`config.mk`:
```
export PLATFORM = sky130hd
export DESIGN_NAME = rob_commit_unit
export DESIGN_NICKNAME = d
export VERILOG_FILES = /design/src/rtl/mips_core_pkg.sv /design/src/rtl/rob_commit_unit.sv
export SDC_FILE = /design/constraint.sdc
export NUM_CORES = 1
export LEC_CHECK = 0
export CELL_PAD_IN_SITES_DETAIL_PLACEMENT = 1
export CELL_PAD_IN_SITES_GLOBAL_PLACEMENT = 2
export CORE_ASPECT_RATIO = 1.25
export CORE_MARGIN = 10
export CORE_UTILIZATION = 43
export DETAILED_ROUTE_END_ITERATION = 10
export GPL_TIMING_DRIVEN = 0
export PLACE_DENSITY = 0.69
export SYNTH_ARGS = -nofsm -noshare
export SYNTH_HDL_FRONTEND = slang
export SYNTH_SLANG_ARGS = --single-unit
export TNS_END_PERCENT = 100
```
`constraint.sdc`:
```
create_clock -name clk -period 5.5 [get_ports clk]
set_clock_uncertainty 0.2 [all_clocks]
set_input_delay 1.1 -clock clk [delete_from_list [all_inputs] [get_ports clk]]
set_output_delay 1.1 -clock clk [all_outputs]
set_load 0.05 [all_outputs]
```
`src/rtl/mips_core_pkg.sv`:
```
// Shared core types: reorder-buffer geometry and the per-entry payload record.
package mips_core_pkg;
  localparam int ROB_DEPTH      = 16;
  localparam int ROB_DEPTH_BITS = 4;
  localparam int ADDR_WIDTH     = 32;
  localparam int DATA_WIDTH     = 32;

  typedef logic [ROB_DEPTH_BITS-1:0] rob_tag_t;

  // valid/done are held as separate vectors beside this array so they can be cleared by reset
  typedef struct packed {
    logic                  is_branch;
    logic                  is_jump_reg;
    logic                  dst_valid;
    logic [4:0]            dst_reg;
    logic [DATA_WIDTH-1:0] data;
    logic                  outcome;
    logic [ADDR_WIDTH-1:0] target;
  } rob_entry_t;
endpackage

```
`src/rtl/rob_commit_unit.sv`:
```
// Reorder buffer: in-order allocation at tail, out-of-order completion by tag,
// in-order retirement of at most one head entry per cycle.
module rob_commit_unit
  import mips_core_pkg::*;
(
  input  logic                      clk,
  input  logic                      rst_n,
  input  logic                      i_alloc_valid,
  input  logic                      i_alloc_is_branch,
  input  logic                      i_alloc_is_jump_reg,
  input  logic                      i_alloc_dst_valid,
  input  logic [4:0]                i_alloc_dst_reg,
  output logic [ROB_DEPTH_BITS-1:0] o_alloc_tag,
  input  logic                      i_wb_valid,
  input  logic [ROB_DEPTH_BITS-1:0] i_wb_tag,
  input  logic [DATA_WIDTH-1:0]     i_wb_data,
  input  logic                      i_wb_branch_outcome,
  input  logic [ADDR_WIDTH-1:0]     i_wb_jump_target,
  input  logic                      i_stall,
  input  logic                      i_flush,
  output logic                      o_full,
  output logic                      o_empty,
  output logic [ROB_DEPTH_BITS:0]   o_count,
  output logic                      o_valid_commit,
  output logic                      o_commit_dst_valid,
  output logic [4:0]                o_commit_dst_reg,
  output logic [DATA_WIDTH-1:0]     o_commit_data,
  output logic                      o_valid_branch,
  output logic                      o_branch_outcome,
  output logic                      o_valid_jump_reg,
  output logic [ADDR_WIDTH-1:0]     o_jump_target
);
  localparam int                    CNT_W      = ROB_DEPTH_BITS + 1;
  localparam logic [CNT_W-1:0]      FULL_COUNT = CNT_W'(ROB_DEPTH);
  localparam rob_tag_t              TAG_ONE    = rob_tag_t'(1);

  logic [ROB_DEPTH-1:0] r_valid;
  logic [ROB_DEPTH-1:0] r_done;
  rob_entry_t           r_entries [ROB_DEPTH];
  rob_tag_t             r_head;
  rob_tag_t             r_tail;
  logic [CNT_W-1:0]     r_count;

  logic       w_full;
  logic       w_accept;
  logic       w_wb_hit;
  logic       w_retire;
  rob_entry_t w_head_entry;

  // full comes from the occupancy count; head==tail alone cannot tell full from empty
  assign w_full       = (r_count == FULL_COUNT);
  assign w_accept     = i_alloc_valid & ~w_full & ~i_flush;
  assign w_wb_hit     = i_wb_valid & r_valid[i_wb_tag] & ~i_flush;
  assign w_retire     = r_valid[r_head] & r_done[r_head] & ~i_stall & ~i_flush;
  assign w_head_entry = r_entries[r_head];

  always_ff @(posedge clk or negedge rst_n) begin
    if (!rst_n) begin
      r_valid <= '0;
      r_done  <= '0;
      r_head  <= '0;
      r_tail  <= '0;
      r_count <= '0;
    end else if (i_flush) begin
      r_valid <= '0;
      r_done  <= '0;
      r_head  <= '0;
      r_tail  <= '0;
      r_count <= '0;
    end else begin
      if (w_accept) begin
        r_valid[r_tail] <= 1'b1;
        r_done[r_tail]  <= 1'b0;
        r_tail          <= r_tail + TAG_ONE;
      end
      if (w_wb_hit) begin
        r_done[i_wb_tag] <= 1'b1;
      end
      if (w_retire) begin
        r_valid[r_head] <= 1'b0;
        r_done[r_head]  <= 1'b0;
        r_head          <= r_head + TAG_ONE;
      end
      r_count <= r_count + CNT_W'(w_accept) - CNT_W'(w_retire);
    end
  end

  // Payload needs no reset: it is only ever read behind a set valid bit.
  always_ff @(posedge clk) begin
    if (w_accept) begin
      r_entries[r_tail].is_branch   <= i_alloc_is_branch;
      r_entries[r_tail].is_jump_reg <= i_alloc_is_jump_reg;
      r_entries[r_tail].dst_valid   <= i_alloc_dst_valid;
      r_entries[r_tail].dst_reg     <= i_alloc_dst_reg;
    end
    if (w_wb_hit) begin
      r_entries[i_wb_tag].data    <= i_wb_data;
      r_entries[i_wb_tag].outcome <= i_wb_branch_outcome;
      r_entries[i_wb_tag].target  <= i_wb_jump_target;
    end
  end

  assign o_alloc_tag        = r_tail;
  assign o_full             = w_full;
  assign o_empty            = (r_count == '0);
  assign o_count            = r_count;
  assign o_valid_commit     = w_retire;
  assign o_commit_dst_valid = w_retire & w_head_entry.dst_valid;
  assign o_commit_dst_reg   = w_retire ? w_head_entry.dst_reg : '0;
  assign o_commit_data      = w_retire ? w_head_entry.data : '0;
  assign o_valid_branch     = w_retire & w_head_entry.is_branch;
  assign o_branch_outcome   = o_valid_branch & w_head_entry.outcome;
  assign o_valid_jump_reg   = w_retire & w_head_entry.is_jump_reg;
  assign o_jump_target      = o_valid_jump_reg ? w_head_entry.target : '0;
endmodule

```
; Yosys cells after proc, flatten, opt, wreduce, memory -nomap -nowiden
; Memories as Yosys holds them, arrays and structs flattened.
; Cells that the tools add are included.
[op_classes]
n_addsub = 4
multipliers = 0
div = 0
magnitude_cmp = 6
n_eq_ne = 1
shifts = 0
muxes = 34
n_bitwise = 21
n_reduce_logical = 6
[ops]
columns = cell, n
row1 = 16-bit 2-to-1 mux, 10
row2 = 32-bit 2-to-1 mux, 2
row3 = 16-bit bitwise AND, 3
row4 = 16-bit inverter, 2
row5 = 16-bit OR, 2
row6 = 4-bit 2-to-1 mux, 4
row7 = "4-bit by 5-bit < comparator with 1-bit output, second input constant", 3
row8 = 1-bit binary-select mux with 4-bit select, 3
row9 = 1-bit demux with 4-bit select, 3
row10 = "4-bit by 1-bit greater-or-equal comparator with 1-bit output, second input constant", 3
row11 = 1-bit bitwise AND, 11
row12 = 1-bit 2-to-1 mux, 10
row13 = 5-bit 2-to-1 mux, 2
row14 = "4-bit by 1-bit adder with 4-bit output, second input constant", 2
row15 = 5-bit by 1-bit adder with 5-bit output, 1
row16 = "5-bit equality test, second input constant", 1
row17 = 5-bit logical NOT, 1
row18 = 5-bit by 1-bit subtractor with 5-bit output, 1
row19 = 2-bit nonzero test, 2
row20 = 1-bit logical AND, 3
row21 = 1-bit inverter, 3
[word_totals]
register_bits = 45
latch_bits = 0
ram_bits = 1168
romBits = 0
memories = 1
[mem_list]
columns = name, words, width, read_ports, rd_ports_with_merged_regs, wr, line_no
row1 = r_entries, 16, 73, 1, 0, 2, rob_commit_unit.sv:39  ; rob_entry_t r_entries [ROB_DEPTH];

; Logic depth before layout (Yosys ltp)
[depth]
depth_word = 14
ltp_mapped = 19

; Least setup slack after synthesis
; No wires, ideal clock.
[synth_timing]
kind = input to register
start = in i_wb_tag[0]
end = mem r_entries[4][0] in the netlist's numbering (enable)
setup_time_ns = 0.570
t_arrival_ns = 6.316
t_required_ns = 4.730
slack_ns = -1.586
stages = 4
cell_sequence = clkbuf_1 > mux4_2 > nand3b_1 > nor3_1
[synth_lines]
columns = item, line_no
row1 = from (decl), rob_commit_unit.sv:15  ; input logic [ROB_DEPTH_BITS-1:0] i_wb_tag,
row2 = to (decl), rob_commit_unit.sv:39

; Final worst setup path
[layout_timing]
start = reg r_head[2]
end = out o_jump_target[22]
[layout_via]
elab_chain_len = 7
[layout_rtl]
columns = item, line_no
row1 = from (decl), rob_commit_unit.sv:40  ; rob_tag_t r_head;
row2 = from (signal assigned), rob_commit_unit.sv:82  ; r_head <= r_head + TAG_ONE;
row3 = 1-bit binary-select mux with 4-bit select, rob_commit_unit.sv:54  ; assign w_retire = r_valid[r_head] & r_done[r_head] & ~i_stall & ~i_flush;
row4 = 1-bit 2-to-1 mux (not written as such), rob_commit_unit.sv:54
row5 = 1-bit bitwise AND (3 in a row), rob_commit_unit.sv:54
row6 = 1-bit bitwise AND, rob_commit_unit.sv:113  ; assign o_valid_jump_reg = w_retire & w_head_entry.is_jump_reg;
row7 = 32-bit 2-to-1 mux *, rob_commit_unit.sv:114  ; assign o_jump_target = o_valid_jump_reg ? w_head_entry.target : '0;
row8 = to (decl), rob_commit_unit.sv:31  ; output logic [ADDR_WIDTH-1:0] o_jump_target
; Mark *: on every way between the ends. The rest lies on a longest branch, timed or not. The select of a mux whose other input is x is not followed.

==> flow_summary_export.csv <==
group,metric,value,unit
yosys,yosys-top-cells-area,"edfxtp_1 74%, mux4_2 18%, dfrtp_1 2.4%, nor2b_1 0.86%, a31oi_1 0.49%",
yosys,yosysSeqAreaShare,0.7670,
run,max_cap_viol_count,0,
place,dp_hpwl,83040,um
die,io_pins,168,
detailed_routing,wl_per_cell,32.49,um
clocking,htree_levels,3,
die,start_util,0.4346,
detailed_routing,dr.first_iter.drc_count,2468,
worst_hold_path,hp-class,"primary input to asynchronous set/reset pin",
die,rows,135,
yosys,async_flop_share,0.03710,
yosys,ys_warn_count,0,
die,die_area,123500,um^2
layout,finalNonFillerCells,3917,
setup_path,regToRegSetupSlack,1140,ps
yosys,synth_top_area_cell,"edfxtp_1",
layout,design_area,56230,um^2
place,io_buffer_count,166,
clocking,clk_latency,720,ps
place,post-place-ws,-479.5,ps
global_route,grt_antenna_before_repair,19,
die,coreArea,108600,um^2
sta,grt_setup_unrepaired,"no",
die,die_h,390.4,um
setup_path,cp_max_fo,10,
global_route,grt_max_degree,36,
global_route,overflow,0,
setup_path,crit_top_cell,"buf_2",
global_route,grt_pass1_wl,182200,um
yosys,yosysUniqueCellTypes,47,
sta,max_freq,186.0,MHz
layout,drive_above_1_share,0.3101,
sta,fin_crit_sh,0.9775,
sta,worst_slack,123.9,ps
yosys,syn-num-nets,2106,
sta,finalSetupTns,0,ps
yosys,syn_area_per_cell,23.50,um^2
sta,fin_crit,5376,ps
global_route,gr-usage-met3,0.03927,
sta,setup_viol,0,
place,post_dp_cell_area,52160,um^2
yosys,ys.flop_type,"edfxtp_1",
power_and_ir_drop,leakagePower,0.01765,uW
setup_path,worstPathRequired,4200,ps
clocking,ctsHoldBuffers,0,
layout,synthToLayoutAreaGrowth,19.13,%
detailed_routing,num_vias,22822,
sta,whs,63.31,ps
layout,final_cell_mix,"1168 x edfxtp_1, 373 x mux4_2, 121 x clkbuf_16",
yosys,synth-edff-count,1168,
setup_path,slowest_stage,"dlygate4sd2_1",
detailed_routing,drc,0,
clocking,clk_pin_slew,60,ps
yosys,synth_top_area_frac,0.7431,
die,dieWidth,316.3,um
global_route,globalRouteTotalUtil,0.2065,
setup_path,cp_data_arrival_time,4080,ps
layout,nets,2474,
power_and_ir_drop,power.density,334.3,nW/um^2
sta,slew_headroom,0.1348,
setup_path,crit_type,"flop to primary output",
setup_path,path_cells,"buf_2 > nor2_2 > a22oi_1 > and3_1 > buf_2 > nand4bb_4 > clkbuf_2 > nor2b_1 > dlygate4sd2_1",
setup_path,cp-end-kind,"primary output",
clocking,cts_tree,"built",
global_route,grt_use_met2,0.3484,
detailed_routing,first_pass_iters,8,
sta,finalHoldViolations,0,
detailed_routing,via_per_inst,5.826,
global_route,grt_pass1_vias,25059,
yosys,syn_area,47200,um^2
clocking,ctsRootBufferMaster,"clkbuf_16",
power_and_ir_drop,ir_drop,0.0002463,V
place,placedCellCount,3695,
run_status,status,"finished clean",
global_route,busiest_layer,"met2",
yosys,synth_seq_cells,1213,
sta,slew_violations,0,
layout,final_common_cell,"edfxtp_1",
clocking,cts.path.max_buffers,3,
clocking,numCtsBuffers,117,
place,gp_congestion,0.7419,
yosys,synth_cells,2008,
setup_path,crit_path_start_kind,"flop",
detailed_routing,totalWireLength,127300,um
global_route,use_met1,0.2681,
sta,worst_pin_slew,1298,ps
detailed_routing,antenna_left,0,
clocking,cts.sinks,1213,
setup_path,max_stage_delay,580,ps
stage by stage:
step                power [uW]  utilization
global placement         10830       0.4664
finish                   18800       0.5177
global route             19350       0.5176
CTS                      18940       0.5173
detailed placement       10870       0.4803
floorplan                10580            -
worst max-delay path, delay by kind of cell (launching register included):
kind | cells | cell delay [ps]
flip-flops | 1 | 360
buffers and inverters | 4 | 1370
AO/OA/AOI/OAI | 1 | 200
AND/OR/NAND/NOR | 4 | 1390
path summary, 6_finish.rpt:
check / start / cells past startpoint / to
worst max-delay path: r_head[2] / 9 / o_jump_target[22]
worst min-delay path: rst_n / 1 / r_valid[7]
worst max register to register: r_head[0] / 18 / o_count[4]
worst min register to register: r_valid[12] / 2 / r_valid[12]
max in group asynchronous: rst_n / 2 / r_head[1]
min in group clk: r_valid[12] / 2 / r_valid[12]
report_power, final:
part	internal (uW)	switching, uW
clock	4640	3490
sequential	10200	22.6
combinational	164	329
total	15000	3840
per-layer routing:
metal  part of all wire  routed length, um
met5            0.00076                 97
met1               0.40              50620
met4              0.025               3157
met3              0.064               8155
met2               0.51              65230
synth_stat cells, types with 2 or more instances:
| library cell | instances |
|---|---|
| xnor2_1 | 3 |
| nand2b_1 | 4 |
| nand4_1 | 8 |
| buf_12 | 2 |
| nand2_1 | 13 |
| and2_1 | 5 |
| edfxtp_1 | 1168 |
| xor2_1 | 3 |
| a31oi_1 | 37 |
| a221oi_1 | 4 |
| nand3b_1 | 2 |
| nor4b_1 | 3 |
| mux4_2 | 373 |
| nand3_1 | 13 |
| nor3_1 | 11 |
| mux2_2 | 4 |
| a311oi_1 | 12 |
| mux4_1 | 3 |
| buf_6 | 2 |
| clkbuf_1 | 55 |
| buf_1 | 17 |
| a21oi_1 | 8 |
| nor2_1 | 41 |
| inv_1 | 19 |
| buf_2 | 39 |
| and2b_1 | 5 |
| nor2b_1 | 65 |
| dfrtp_1 | 45 |
| mux2i_1 | 3 |
| a22oi_1 | 2 |
| nor2b_4 | 10 |
| ha_1 | 14 |
layout make-up:
class | instances | area, um^2
repair buffers | 249 | 2993
clock buffers | 143 | 3131
well taps | 1438 | 1799
diodes | 6 | 15.01
plain buffers | 116 | 765.7
flip-flops and latches | 1213 | 36200
inverters | 20 | 75.07
multi-input cells | 659 | 10540
clock inverters | 73 | 704.4
fillers | 9342 | 52390
flip-flops by register name, summed over array words and instances, names as in the netlist:
register     count
r_done          16
o_count          5
o_alloc_tag      4
r_head           4
r_valid         16
r_entries     1168
what timing repair did:
action	4_1_cts	5_1_grt
gates cloned	0	0
setup endpoints to repair	74	28
hold endpoints to repair	0	0
buffers inserted	0	0
resized for setup	215	16
kinds of logic after synthesis:
kind of cell               after synthesis  synth area share
AOI/OAI and AO/OA                       66          0.009676
xor gates and xnor gates                 6          0.001114
adders and majority gates               15          0.004136
buffers and inverters                  136           0.01288
DFF                                   1213            0.7670
muxes                                  383            0.1812
and+or+nand+nor                        189           0.02397
No activity file was read; power rests on OpenSTA's default activity.
